`src/rtl/reg_wb_scheduler.sv`:
```
// rtl/reg_wb_scheduler.sv - Writeback scheduler onto E/M register write slots with host injection.
// Optional conflict counter: define WB_CONFLICT_CNT_EN.
module reg_wb_scheduler #(
    parameter int DATA_W       = 32,
    parameter int STARVE_LIMIT = 8,
    parameter int CNT_W        = 16
) (
    input  logic              clk,
    input  logic              rst_n,
    input  logic              e_valid,
    input  logic [2:0]        e_dst,
    input  logic [DATA_W-1:0] e_val,
    input  logic              m_valid,
    input  logic [2:0]        m_dst,
    input  logic [DATA_W-1:0] m_val,
    output logic              in_ready,
    input  logic              h_valid,
    input  logic [2:0]        h_dst,
    input  logic [DATA_W-1:0] h_val,
    output logic              h_ready,
    output logic              reqE,
    output logic [2:0]        dstE,
    output logic [DATA_W-1:0] valE,
    output logic              reqM,
    output logic [2:0]        dstM,
    output logic [DATA_W-1:0] valM
`ifdef WB_CONFLICT_CNT_EN
    ,
    output logic [CNT_W-1:0]  conflict_cnt
`endif
);

    localparam int SW = $clog2(STARVE_LIMIT + 1);
    localparam logic [SW-1:0] STARVE_MAX = SW'(STARVE_LIMIT);

    typedef enum logic [1:0] {
        ST_NORMAL,
        ST_SPLIT,
        ST_FORCE_HOST
    } state_t;

    state_t            state_q, state_d;
    logic [SW-1:0]     starve_q, starve_d;
    logic [2:0]        hold_dst_q, hold_dst_d;
    logic [DATA_W-1:0] hold_val_q, hold_val_d;
    logic              req_e_q, req_e_d;
    logic [2:0]        dst_e_q, dst_e_d;
    logic [DATA_W-1:0] val_e_q, val_e_d;
    logic              req_m_q, req_m_d;
    logic [2:0]        dst_m_q, dst_m_d;
    logic [DATA_W-1:0] val_m_q, val_m_d;
    logic              conflict;

    assign in_ready = (state_q == ST_NORMAL);
    assign conflict = (state_q == ST_NORMAL) & e_valid & m_valid & (e_dst == m_dst);

    assign reqE = req_e_q;
    assign dstE = dst_e_q;
    assign valE = val_e_q;
    assign reqM = req_m_q;
    assign dstM = dst_m_q;
    assign valM = val_m_q;

    always_comb begin
        state_d    = state_q;
        starve_d   = starve_q;
        hold_dst_d = hold_dst_q;
        hold_val_d = hold_val_q;
        req_e_d    = 1'b0;
        dst_e_d    = dst_e_q;
        val_e_d    = val_e_q;
        req_m_d    = 1'b0;
        dst_m_d    = dst_m_q;
        val_m_d    = val_m_q;
        h_ready    = 1'b0;

        case (state_q)
            ST_NORMAL: begin
                if (conflict) begin
                    // E goes now, M is parked so it lands one cycle later and wins.
                    req_e_d    = 1'b1;
                    dst_e_d    = e_dst;
                    val_e_d    = e_val;
                    hold_dst_d = m_dst;
                    hold_val_d = m_val;
                    state_d    = ST_SPLIT;
                end else begin
                    if (e_valid) begin
                        req_e_d = 1'b1;
                        dst_e_d = e_dst;
                        val_e_d = e_val;
                    end
                    if (m_valid) begin
                        req_m_d = 1'b1;
                        dst_m_d = m_dst;
                        val_m_d = m_val;
                    end
                    if (h_valid && !e_valid && !(m_valid && (m_dst == h_dst))) begin
                        h_ready = 1'b1;
                        req_e_d = 1'b1;
                        dst_e_d = h_dst;
                        val_e_d = h_val;
                    end
                end
            end
            ST_SPLIT: begin
                req_m_d = 1'b1;
                dst_m_d = hold_dst_q;
                val_m_d = hold_val_q;
                if (h_valid && (h_dst != hold_dst_q)) begin
                    h_ready = 1'b1;
                    req_e_d = 1'b1;
                    dst_e_d = h_dst;
                    val_e_d = h_val;
                end
                state_d = ST_NORMAL;
            end
            ST_FORCE_HOST: begin
                if (h_valid) begin
                    h_ready = 1'b1;
                    req_e_d = 1'b1;
                    dst_e_d = h_dst;
                    val_e_d = h_val;
                end
                state_d = ST_NORMAL;
            end
            default: state_d = ST_NORMAL;
        endcase

        if (!h_valid || h_ready) begin
            starve_d = '0;
        end else if (starve_q != STARVE_MAX) begin
            starve_d = starve_q + SW'(1);
        end

        // A conflict wins over forcing; the saturated count forces right after the split.
        if ((state_q == ST_NORMAL) && !conflict && h_valid && !h_ready && (starve_d == STARVE_MAX)) begin
            state_d = ST_FORCE_HOST;
        end
    end

    always_ff @(posedge clk or negedge rst_n) begin
        if (!rst_n) begin
            state_q    <= ST_NORMAL;
            starve_q   <= '0;
            hold_dst_q <= '0;
            hold_val_q <= '0;
            req_e_q    <= 1'b0;
            dst_e_q    <= '0;
            val_e_q    <= '0;
            req_m_q    <= 1'b0;
            dst_m_q    <= '0;
            val_m_q    <= '0;
        end else begin
            state_q    <= state_d;
            starve_q   <= starve_d;
            hold_dst_q <= hold_dst_d;
            hold_val_q <= hold_val_d;
            req_e_q    <= req_e_d;
            dst_e_q    <= dst_e_d;
            val_e_q    <= val_e_d;
            req_m_q    <= req_m_d;
            dst_m_q    <= dst_m_d;
            val_m_q    <= val_m_d;
        end
    end

`ifdef WB_CONFLICT_CNT_EN
    logic [CNT_W-1:0] cnt_q, cnt_d;

    assign conflict_cnt = cnt_q;

    always_comb begin
        cnt_d = cnt_q;
        if (conflict && (cnt_q != {CNT_W{1'b1}})) begin
            cnt_d = cnt_q + CNT_W'(1);
        end
    end

    always_ff @(posedge clk or negedge rst_n) begin
        if (!rst_n) begin
            cnt_q <= '0;
        end else begin
            cnt_q <= cnt_d;
        end
    end
`else
    // CNT_W only sizes the counter; this keeps it referenced when the counter is absent.
    if (CNT_W < 1) begin : g_cnt_w_invalid
    end
`endif

endmodule

```
`config.mk`:
```
export PLATFORM = sky130hd
export DESIGN_NAME = reg_wb_scheduler
export DESIGN_NICKNAME = d
export VERILOG_FILES = /design/src/rtl/reg_wb_scheduler.sv
export SDC_FILE = /design/constraint.sdc
export NUM_CORES = 1
export LEC_CHECK = 0
export ABC_CLOCK_PERIOD_IN_PS = 2700
export CAP_MARGIN = 20
export CORE_UTILIZATION = 25
export CTS_CLUSTER_SIZE = 16
export DETAILED_ROUTE_END_ITERATION = 8
export HOLD_SLACK_MARGIN = 0.05
export PLACE_DENSITY_LB_ADDON = 0.08
export SLEW_MARGIN = 20
export SYNTH_ARGS = -nofsm -noshare
export SYNTH_HDL_FRONTEND = slang
export SYNTH_SLANG_ARGS = --single-unit
```
`constraint.sdc`:
```
create_clock -name clk -period 2.7 [get_ports clk]
set_clock_uncertainty 0.15 [all_clocks]
set_input_delay 0.81 -clock clk [delete_from_list [all_inputs] [get_ports clk]]
set_output_delay 0.81 -clock clk [all_outputs]
set_load 0.01 [all_outputs]
```
==> flow_summary.toml, run 1 <==
[logic_synthesis]
muxShareOfSynthArea = 0.316
yosys.area_share.simple = 0.0522
synth-main-ff-cell = "dfrtp_1"
syn_avg_cell_area_sq_um = 13.3
synth_top_family_by_area = "multiplexers"
synth_compound_area_frac = 0.0564
synth_nets = 533
netlist_instances = 417
synthAdderAreaFrac = 0.0135
synth_xor_area_frac = 0.0173
synth_edf_count = 0
ys_types = 38
synth_warnings = 0
synthArstFlopShare = 1.00
syn_area_sq_mm = 0.00557
yosysSeqAreaShare = 0.508
ys_seq_elements = 113

[global_routing]
grt_max_degree = 114
overflow = 0
grt_pass1_vias = 4101
track_usage = 0.125
grt_pass1_wl_um = 21300
antenna_found_initial = 0

[floorplan]
ios = 184
design.core.area_sq_mm = 0.0218
dieArea_sq_mm = 0.0229
start_util = 0.255
dieWidth_um = 151
rows = 54
die_y_um = 151

[power_and_ir_drop]
power.density_mw_per_mm2 = 1010
p_clk_frac = 0.245
power.total_mw = 8.66
p_leak_nw = 3.79
sw_frac_of_total = 0.319
seqPwrFrac = 0.331
power.switching_mw = 2.76
ir_worst_vdd_mv = 0.345
pwr-share-comb = 0.424
p_int_mw = 5.90

[setup_path]
crit_path_end_kind = "primary output"
path_class = "in2out"
worstPathRequired_ps = 1740
max_stage_delay_ps = 200
crit_slowest_cell = "a21oi_2"
cp.arrival_ps = 1760
path_max_fanout = 3
worstPathCellList = "buf_12, xnor2_4, nand3_2, a21oi_2, nand2b_4, a21oi_2, buf_2"
cp-start-kind = "input port"
cpMostUsedCell = "a21oi_2"

[run_status]
status = "complete, but fails checks"
violations = "negative setup slack"

[detailed_routing]
routed_wl_um = 14200
m1WireLength_um = 6140
routed_via_density = 4.30
dr_wl_met2_um = 6760
top_layer_used = "met4"
ant_nets = 0
drtPass1Iterations = 4
wl_per_cell_um = 15.3
drt_iter0_drc = 151
num_vias = 3986
drc = 0
met3_length_um = 1100

[cts]
cts_tree = "yes"
path_clk_slew_ps = 60
root_buffer = "clkbuf_16"
clock-sinks = 113
clock_path_buffers = 2
clock_latency_ps = 410
cts_made_buffers = 17
cts_max_level = 4
ctsHoldBuffers = 0

[sta]
min_period_ps = 2720
period_share = 1.01
finalSetupViolations = 1
postLayoutSetupSlackWorst_ps = -23.2
clock.fmax_ghz = 0.367
rsz0062_at_grt = "yes"
final.setup.tns_ps = -23.2
tightest_slew_ps = 749
slew_violations = 0
hold_viol = 0
maxSlewHeadroom = 0.501

[final_layout]
fin_nets = 751
regArea_sq_mm = 0.00283
syn2layout_area_growth_pct = 54.2
multi_input_area_sq_mm = 0.00262
layout-drive-gt1-share = 0.316
nFillCells = 2116
num_antenna_cells = 0
design_area_sq_mm = 0.00858

[placed_design]
place_hpwl_um = 9650
placed_area_sq_mm = 0.00792
io_buffers = 183
gp_congestion = 0.713

[min_path]
hp-class = "reg2reg"

[job]
drv_cap = 0
## final cells by class
cell class	instances	share of cell area
clock buffers	18	0.0500
clock inverters	14	0.0146
inverters	7	0.00306
multi-input cells	273	0.306
flip-flops and latches	113	0.330
well taps	280	0.0408
repair buffers	223	0.256
## cell families (layout without fill, tap and decap cells)
| kind of cell | after synthesis | after routing |
|---|---|---|
| flops | 113 | 113 |
| fa+ha+maj | 6 | 6 |
| xor+xnor | 11 | 11 |
| buf+inv | 31 | 262 |
| mux | 140 | 140 |
| simple gates | 64 | 64 |
| compound gates | 52 | 52 |
## cell usage in the layout (no fill, tap or decap), types with 3 or more instances in the layout
master and n:
o21ai_0 36, nor2_1 6, xor2_1 4, mux2i_1 35, xnor2_2 5, mux2_4 60, inv_1 6, inv_6 5
inv_8 3, clkbuf_16 17, a21oi_1 3, buf_4 35, clkdlybuf4s50_1 171, buf_12 7, clkinvlp_4 4, nand3_1 3
dfrtp_1 113, clkbuf_2 3, mux2_2 45, ha_1 5, nand2_1 41
## sequential cells by signal, indices dropped and copies added, names as in the netlist
name / count
reqM: 1
valE: 32
dstE: 3
starve_q: 4
valM: 32
hold_dst_q: 3
dstM: 3
reqE: 1
state_q: 2
hold_val_q: 32
## per-layer routing
metal / track usage / vias up
li1: - / 1909
met5: 0 / -
met4: 0.0480 / 0
met3: 0.0485 / 15
met1: 0.146 / 1943
met2: 0.204 / 119
## power groups by stage
| stage | sequential, mW | combinational [mW] | clock, mW |
|---|---|---|---|
| floorplan | 3.05 | 1.81 | 0 |
| global placement | 2.87 | 3.66 | 0 |
| detailed placement | 2.89 | 3.68 | 0 |
| CTS | 2.87 | 3.73 | 2.21 |
| global route | 2.97 | 3.98 | 2.28 |
| finish | 2.86 | 3.67 | 2.12 |
## cells in the mapped netlist, types with 3 or more instances
cell type	count	area, sq um
a21oi_1	5	25.0
buf_12	3	60.1
buf_2	7	35.0
buf_6	4	45.0
clkbuf_1	9	33.8
dfrtp_1	113	2830
ha_1	6	75.1
inv_1	6	22.5
mux2_2	45	507
mux2_4	60	901
mux2i_1	35	350
nand2_1	41	154
nand2b_1	3	18.8
nand3_1	4	20.0
nor2_1	6	22.5
o21ai_0	36	180
xnor2_1	7	61.3
xor2_1	4	35.0
## critical path, delay by kind of cell
kind                      cells  cell delay (ps)
buffers and inverters         2              250
AOI/OAI and AO/OA             2              240
and+or+nand+nor               2              290
xor gates and xnor gates      1              160
## through the flow
step                instances   util  setup slack (ps)  hold slack (ps)
floorplan                 417      -               215              330
global placement          891  0.363              -809              318
detailed placement        891  0.363              -819              320
CTS                       925  0.390             -80.6              334
global route              928  0.393             -73.5              353
finish                    928  0.393             -23.2              329
## final timing paths
check	slack [ps]	startpoint	cells after the start	to
max	-20	h_dst[2]	7	h_ready
min	330	valM[24]	2	valM[24]
max reg2reg	200	state_q[0]	9	valE[3]
min reg2reg	330	valM[24]	2	valM[24]
max in group asynchronous	1600	rst_n	2	hold_val_q[30]
min in group asynchronous	340	rst_n	2	valE[25]
## what timing repair did
item | CTS | global route
buffers inserted | 2 | 3
resized for setup | 29 | 23
pin swaps | 8 | 11
setup endpoints to repair | 37 | 1
(Power assumes the default switching activity.)
==> run 2: changes to the inputs <==
--- a/config.mk
+++ b/config.mk
@@ -7,7 +7,7 @@
 export LEC_CHECK = 0
 export ABC_CLOCK_PERIOD_IN_PS = 2700
 export CAP_MARGIN = 20
-export CORE_UTILIZATION = 25
+export CORE_UTILIZATION = 46
 export CTS_CLUSTER_SIZE = 16
 export DETAILED_ROUTE_END_ITERATION = 8
 export HOLD_SLACK_MARGIN = 0.05
==> flow_summary.toml, run 2 (same netlist as run 1, synthesis figures left out) <==
[sta]
final.setup.tns_ps = -10.5
clock.fmax_ghz = 0.369
finalSetupViolations = 1
postLayoutSetupSlackWorst_ps = -10.5
hold_viol = 0
min_period_ps = 2710
maxSlewHeadroom = 0.555
hold_slack_ps = 288
tightest_slew_ps = 668
slew_violations = 0
period_share = 1.00

[floorplan]
ios = 184
design.core.area_sq_mm = 0.0116
dieWidth_um = 112
start_util = 0.479
die_y_um = 112
dieArea_sq_mm = 0.0125
rows = 39

[global_routing]
overflow = 0
grt_pass1_wl_um = 21900
grt_pass1_vias = 4321
track_usage = 0.226
antenna_found_initial = 0
grt_max_degree = 114

[cts]
clock_latency_ps = 420
clock_path_buffers = 2
path_clk_slew_ps = 50
clock-sinks = 113
cts_max_level = 4
root_buffer = "clkbuf_16"
cts_tree = "yes"
ctsHoldBuffers = 0
cts_made_buffers = 17

[final_layout]
layout_commonest_cell = "clkdlybuf4s50_1"
layout-drive-gt1-share = 0.321
syn2layout_area_growth_pct = 52.3
multi_input_area_sq_mm = 0.00263
layout_common_cells = "171 x clkdlybuf4s50_1, 113 x dfrtp_1, 60 x mux2_4"
num_antenna_cells = 0
regArea_sq_mm = 0.00283
fin_nets = 755
nFillCells = 825

[placed_design]
io_buffers = 183
place_hpwl_um = 9050
gp_congestion = 0.915

[detailed_routing]
num_vias = 4067
wl_per_cell_um = 17.2
routed_wl_um = 13700
ant_nets = 0
routed_via_density = 5.12
drc = 18
drt_iter0_drc = 172
drtPass1Iterations = 6

[power_and_ir_drop]
power.density_mw_per_mm2 = 1040
ir_worst_vdd_mv = 0.669
power.total_mw = 8.84
p_leak_nw = 3.81

[setup_path]
path_class = "in2out"
path_max_fanout = 3
worstPathRequired_ps = 1740
cp-start-kind = "input port"
crit_path_end_kind = "primary output"
cp.arrival_ps = 1750

[run_status]
violations = "design-rule violations, negative setup slack"
status = "complete, but fails checks"

[job]
drv_cap = 0

[min_path]
hp-class = "in2async"
-- run 2: cell types whose count changed in the layout (fill, tap and decap cells not counted), sizes merged --
cell	change
inv	-7
buf	+4
bufinv	+2
clkbuf	+2
clkinv	+2
dlygate4sd2	+2
dlymetal6s2s	-2
clkinvlp	+1
-- run 2: area by class of cell --
type                    count  area share
clock buffers              20      0.0539
clock inverters            12      0.0158
inverters                   7     0.00310
multi-input cells         273       0.310
flip-flops and latches    113       0.334
well taps                 143      0.0211
repair buffers            227       0.263
-- run 2: per-stage QoR --
step | setup WS, ps | instance area, sq um | instances | util
2_1_floorplan | 215 | 5570 | 417 | -
3_3_place_gp | -780 | 7750 | 752 | 0.668
3_5_place_dp | -802 | 7750 | 752 | 0.668
4_1_cts | 8.57 | 8430 | 791 | 0.726
5_1_grt | -54.4 | 8480 | 795 | 0.730
6_report | -10.5 | 8480 | 795 | 0.730
-- run 2: report_power, final --
| part | total (mW) | switching [mW] | internal, mW | leakage [nW] |
|---|---|---|---|---|
| Combinational | 3.77 | 1.48 | 2.28 | 2.15 |
| Sequential | 2.88 | 0.426 | 2.45 | 1.39 |
| Clock | 2.20 | 0.795 | 1.41 | 0.275 |
| Total | 8.84 | 2.70 | 6.14 | 3.81 |
-- run 2: what timing repair did --
action                                  4_1_cts  5_1_grt
resized for setup                            33       12
pin swaps                                     9        9
endpoints found under the setup margin       37        1
buffers inserted                              7        4
hold endpoints to repair                      0        0
-- run 2: per-layer routing --
metal  part of all wire  up-vias  track usage  wire length (um)
met1               0.41     1999        0.269              5550
li1                   -     1919            -                 -
met2               0.50      137        0.383              6890
met5                  0        -            0                 0
met4              0.012        0       0.0880               163
met3              0.077       12       0.0680              1050
-- run 2: worst paths after layout --
kind,startpoint,endpoint,slack (ps),depth (start not counted)
setup reg to reg,state_q[1],valE[2],150,9
hold / removal,rst_n,valE[31],290,2
min in group clk,valM[17],valM[17],330,2
max in group asynchronous,rst_n,valM[9],1630,2
setup / recovery,h_dst[1],h_ready,-10,7
hold reg to reg,valM[17],valM[17],330,2
-- run 2: critical path, cell delays in order --
cell and delay, ps:
buf_2 140, xnor2_2 170, nand3_2 120, a21oi_2 180, nand2b_4 150, a21oi_2 50, buf_2 130
==> run 3: changes to the inputs <==
--- a/config.mk
+++ b/config.mk
@@ -7,6 +7,8 @@
 export LEC_CHECK = 0
 export ABC_CLOCK_PERIOD_IN_PS = 2700
 export CAP_MARGIN = 20
+export CORE_ASPECT_RATIO = 0.9
+export CORE_MARGIN = 8
 export CORE_UTILIZATION = 46
 export CTS_CLUSTER_SIZE = 16
 export DETAILED_ROUTE_END_ITERATION = 8
==> flow_summary.toml, run 3 (same netlist as run 1, synthesis figures left out) <==
[placed_design]
place_ws_ps = -787
gp_congestion = 0.840
placed_cells = 769
io_buffers = 183
placed_area_sq_mm = 0.00777
place_hpwl_um = 10300

[sta]
tightest_slew_ps = 682
finalSetupViolations = 1
period_share = 1.00
slew_violations = 0
rsz0062_at_grt = "yes"
hold_slack_ps = 112
min_period_ps = 2710
maxSlewHeadroom = 0.546
clock.fmax_ghz = 0.369
final.setup.tns_ps = -10.9
hold_viol = 0
postLayoutSetupSlackWorst_ps = -10.9

[final_layout]
fin_nets = 757
syn2layout_area_growth_pct = 53.8
fin_cells = 813
design_area_sq_mm = 0.00856
layout_commonest_cell = "clkdlybuf4s50_1"
nFillCells = 855
num_antenna_cells = 0
layout-drive-gt1-share = 0.325
layout_common_cells = "171 x clkdlybuf4s50_1, 113 x dfrtp_1, 60 x mux2_4"

[detailed_routing]
drc = 0
routed_wl_um = 14600
drt_iter0_drc = 266
routed_via_density = 4.95
num_vias = 4024
drtPass1Iterations = 4
wl_per_cell_um = 18.0
ant_nets = 0

[power_and_ir_drop]
p_leak_nw = 3.85
pwr-share-comb = 0.430
power.switching_mw = 2.65
seqPwrFrac = 0.323
ir_worst_vdd_mv = 0.659
p_clk_frac = 0.248
power.density_mw_per_mm2 = 1040
sw_frac_of_total = 0.299
p_int_mw = 6.22

[run_status]
status = "complete, but fails checks"
violations = "negative setup slack"

[setup_path]
crit_path_end_kind = "primary output"
path_class = "in2out"
worstPathCellList = "buf_8, xnor2_2, nand3_2, a21oi_4, nand2b_4, a21oi_2, buf_2"
crit_buf_inv = 2
path_max_fanout = 3
crit_slowest_cell = "a21oi_4"
cp-start-kind = "input port"
r2r-start = "state_q[1]"
max_stage_delay_ps = 200
crit_family = "simple AND/OR/NAND/NOR gates"
r2r_slack_ps = 150
cp.arrival_ps = 1750
worstPathRequired_ps = 1740
r2r-end = "valE[4]"
r2r.worst_path.cells = 10

[floorplan]
design.core.area_sq_mm = 0.0119
die_y_um = 120
ios = 184
dieArea_sq_mm = 0.0159
rows = 38
start_util = 0.466
dieWidth_um = 132

[job]
drv_cap = 0

[global_routing]
antenna_found_initial = 0
grt_max_degree = 61
grt_pass1_wl_um = 23600
track_usage = 0.186
grt_pass1_vias = 4297
overflow = 0

[cts]
clock-sinks = 113
cts_max_level = 4
clock_latency_ps = 410
path_clk_slew_ps = 50
root_buffer = "clkbuf_16"
ctsHoldBuffers = 0
clock_path_buffers = 2
cts_tree = "yes"
cts_made_buffers = 17

[min_path]
hp-class = "in2async"
run 3: worst max path at each step:
stage,from,end,slack (ps),cells past startpoint
after floorplan,m_dst[1],dstE[0],210,7
after global placement,h_dst[0],h_ready,-770,7
after detailed placement,h_dst[0],h_ready,-790,7
after CTS,m_dst[2],state_q[1],-20,16
after global routing,h_dst[0],h_ready,-50,7
final,h_dst[0],h_ready,-10,7
run 3: power by group through the flow:
stage	clock, mW	sequential, mW	combinational [mW]
CTS	2.25	2.87	3.79
global route	2.32	2.97	4.10
global placement	0	2.84	3.65
finish	2.20	2.86	3.81
detailed placement	0	2.88	3.70
floorplan	0	3.05	1.81
run 3: repair_timing:
| item | 4_1_cts | 5_1_grt |
|---|---|---|
| setup endpoints to repair | 35 | 8 |
| buffers inserted | 11 | 3 |
| gates resized for setup | 37 | 28 |
| pin swaps | 11 | 11 |
| hold endpoints to repair | 0 | 0 |
run 3: area by class of cell:
type | instances | area [sq um] | area share
Sequential cell | 113 | 2830 | 0.330
Clock inverter | 5 | 75.1 | 0.00877
Inverter | 7 | 26.3 | 0.00307
Multi-Input combinational cell | 273 | 2660 | 0.310
Tap cell | 160 | 200 | 0.0234
Clock buffer | 26 | 509 | 0.0595
Timing Repair Buffer | 229 | 2270 | 0.265
run 3: layer usage:
layer	wire length, um	up-vias	track usage
met5	0	-	0
met4	115	0	0.0473
met3	1200	12	0.0800
met2	6730	136	0.288
met1	6590	1963	0.235
li1	-	1913	-
run 3: metrics by stage:
| step | util | power (mW) |
|---|---|---|
| floorplan | - | 4.87 |
| global placement | 0.651 | 6.49 |
| detailed placement | 0.651 | 6.58 |
| CTS | 0.710 | 8.91 |
| global route | 0.717 | 9.39 |
| finish | 0.717 | 8.87 |
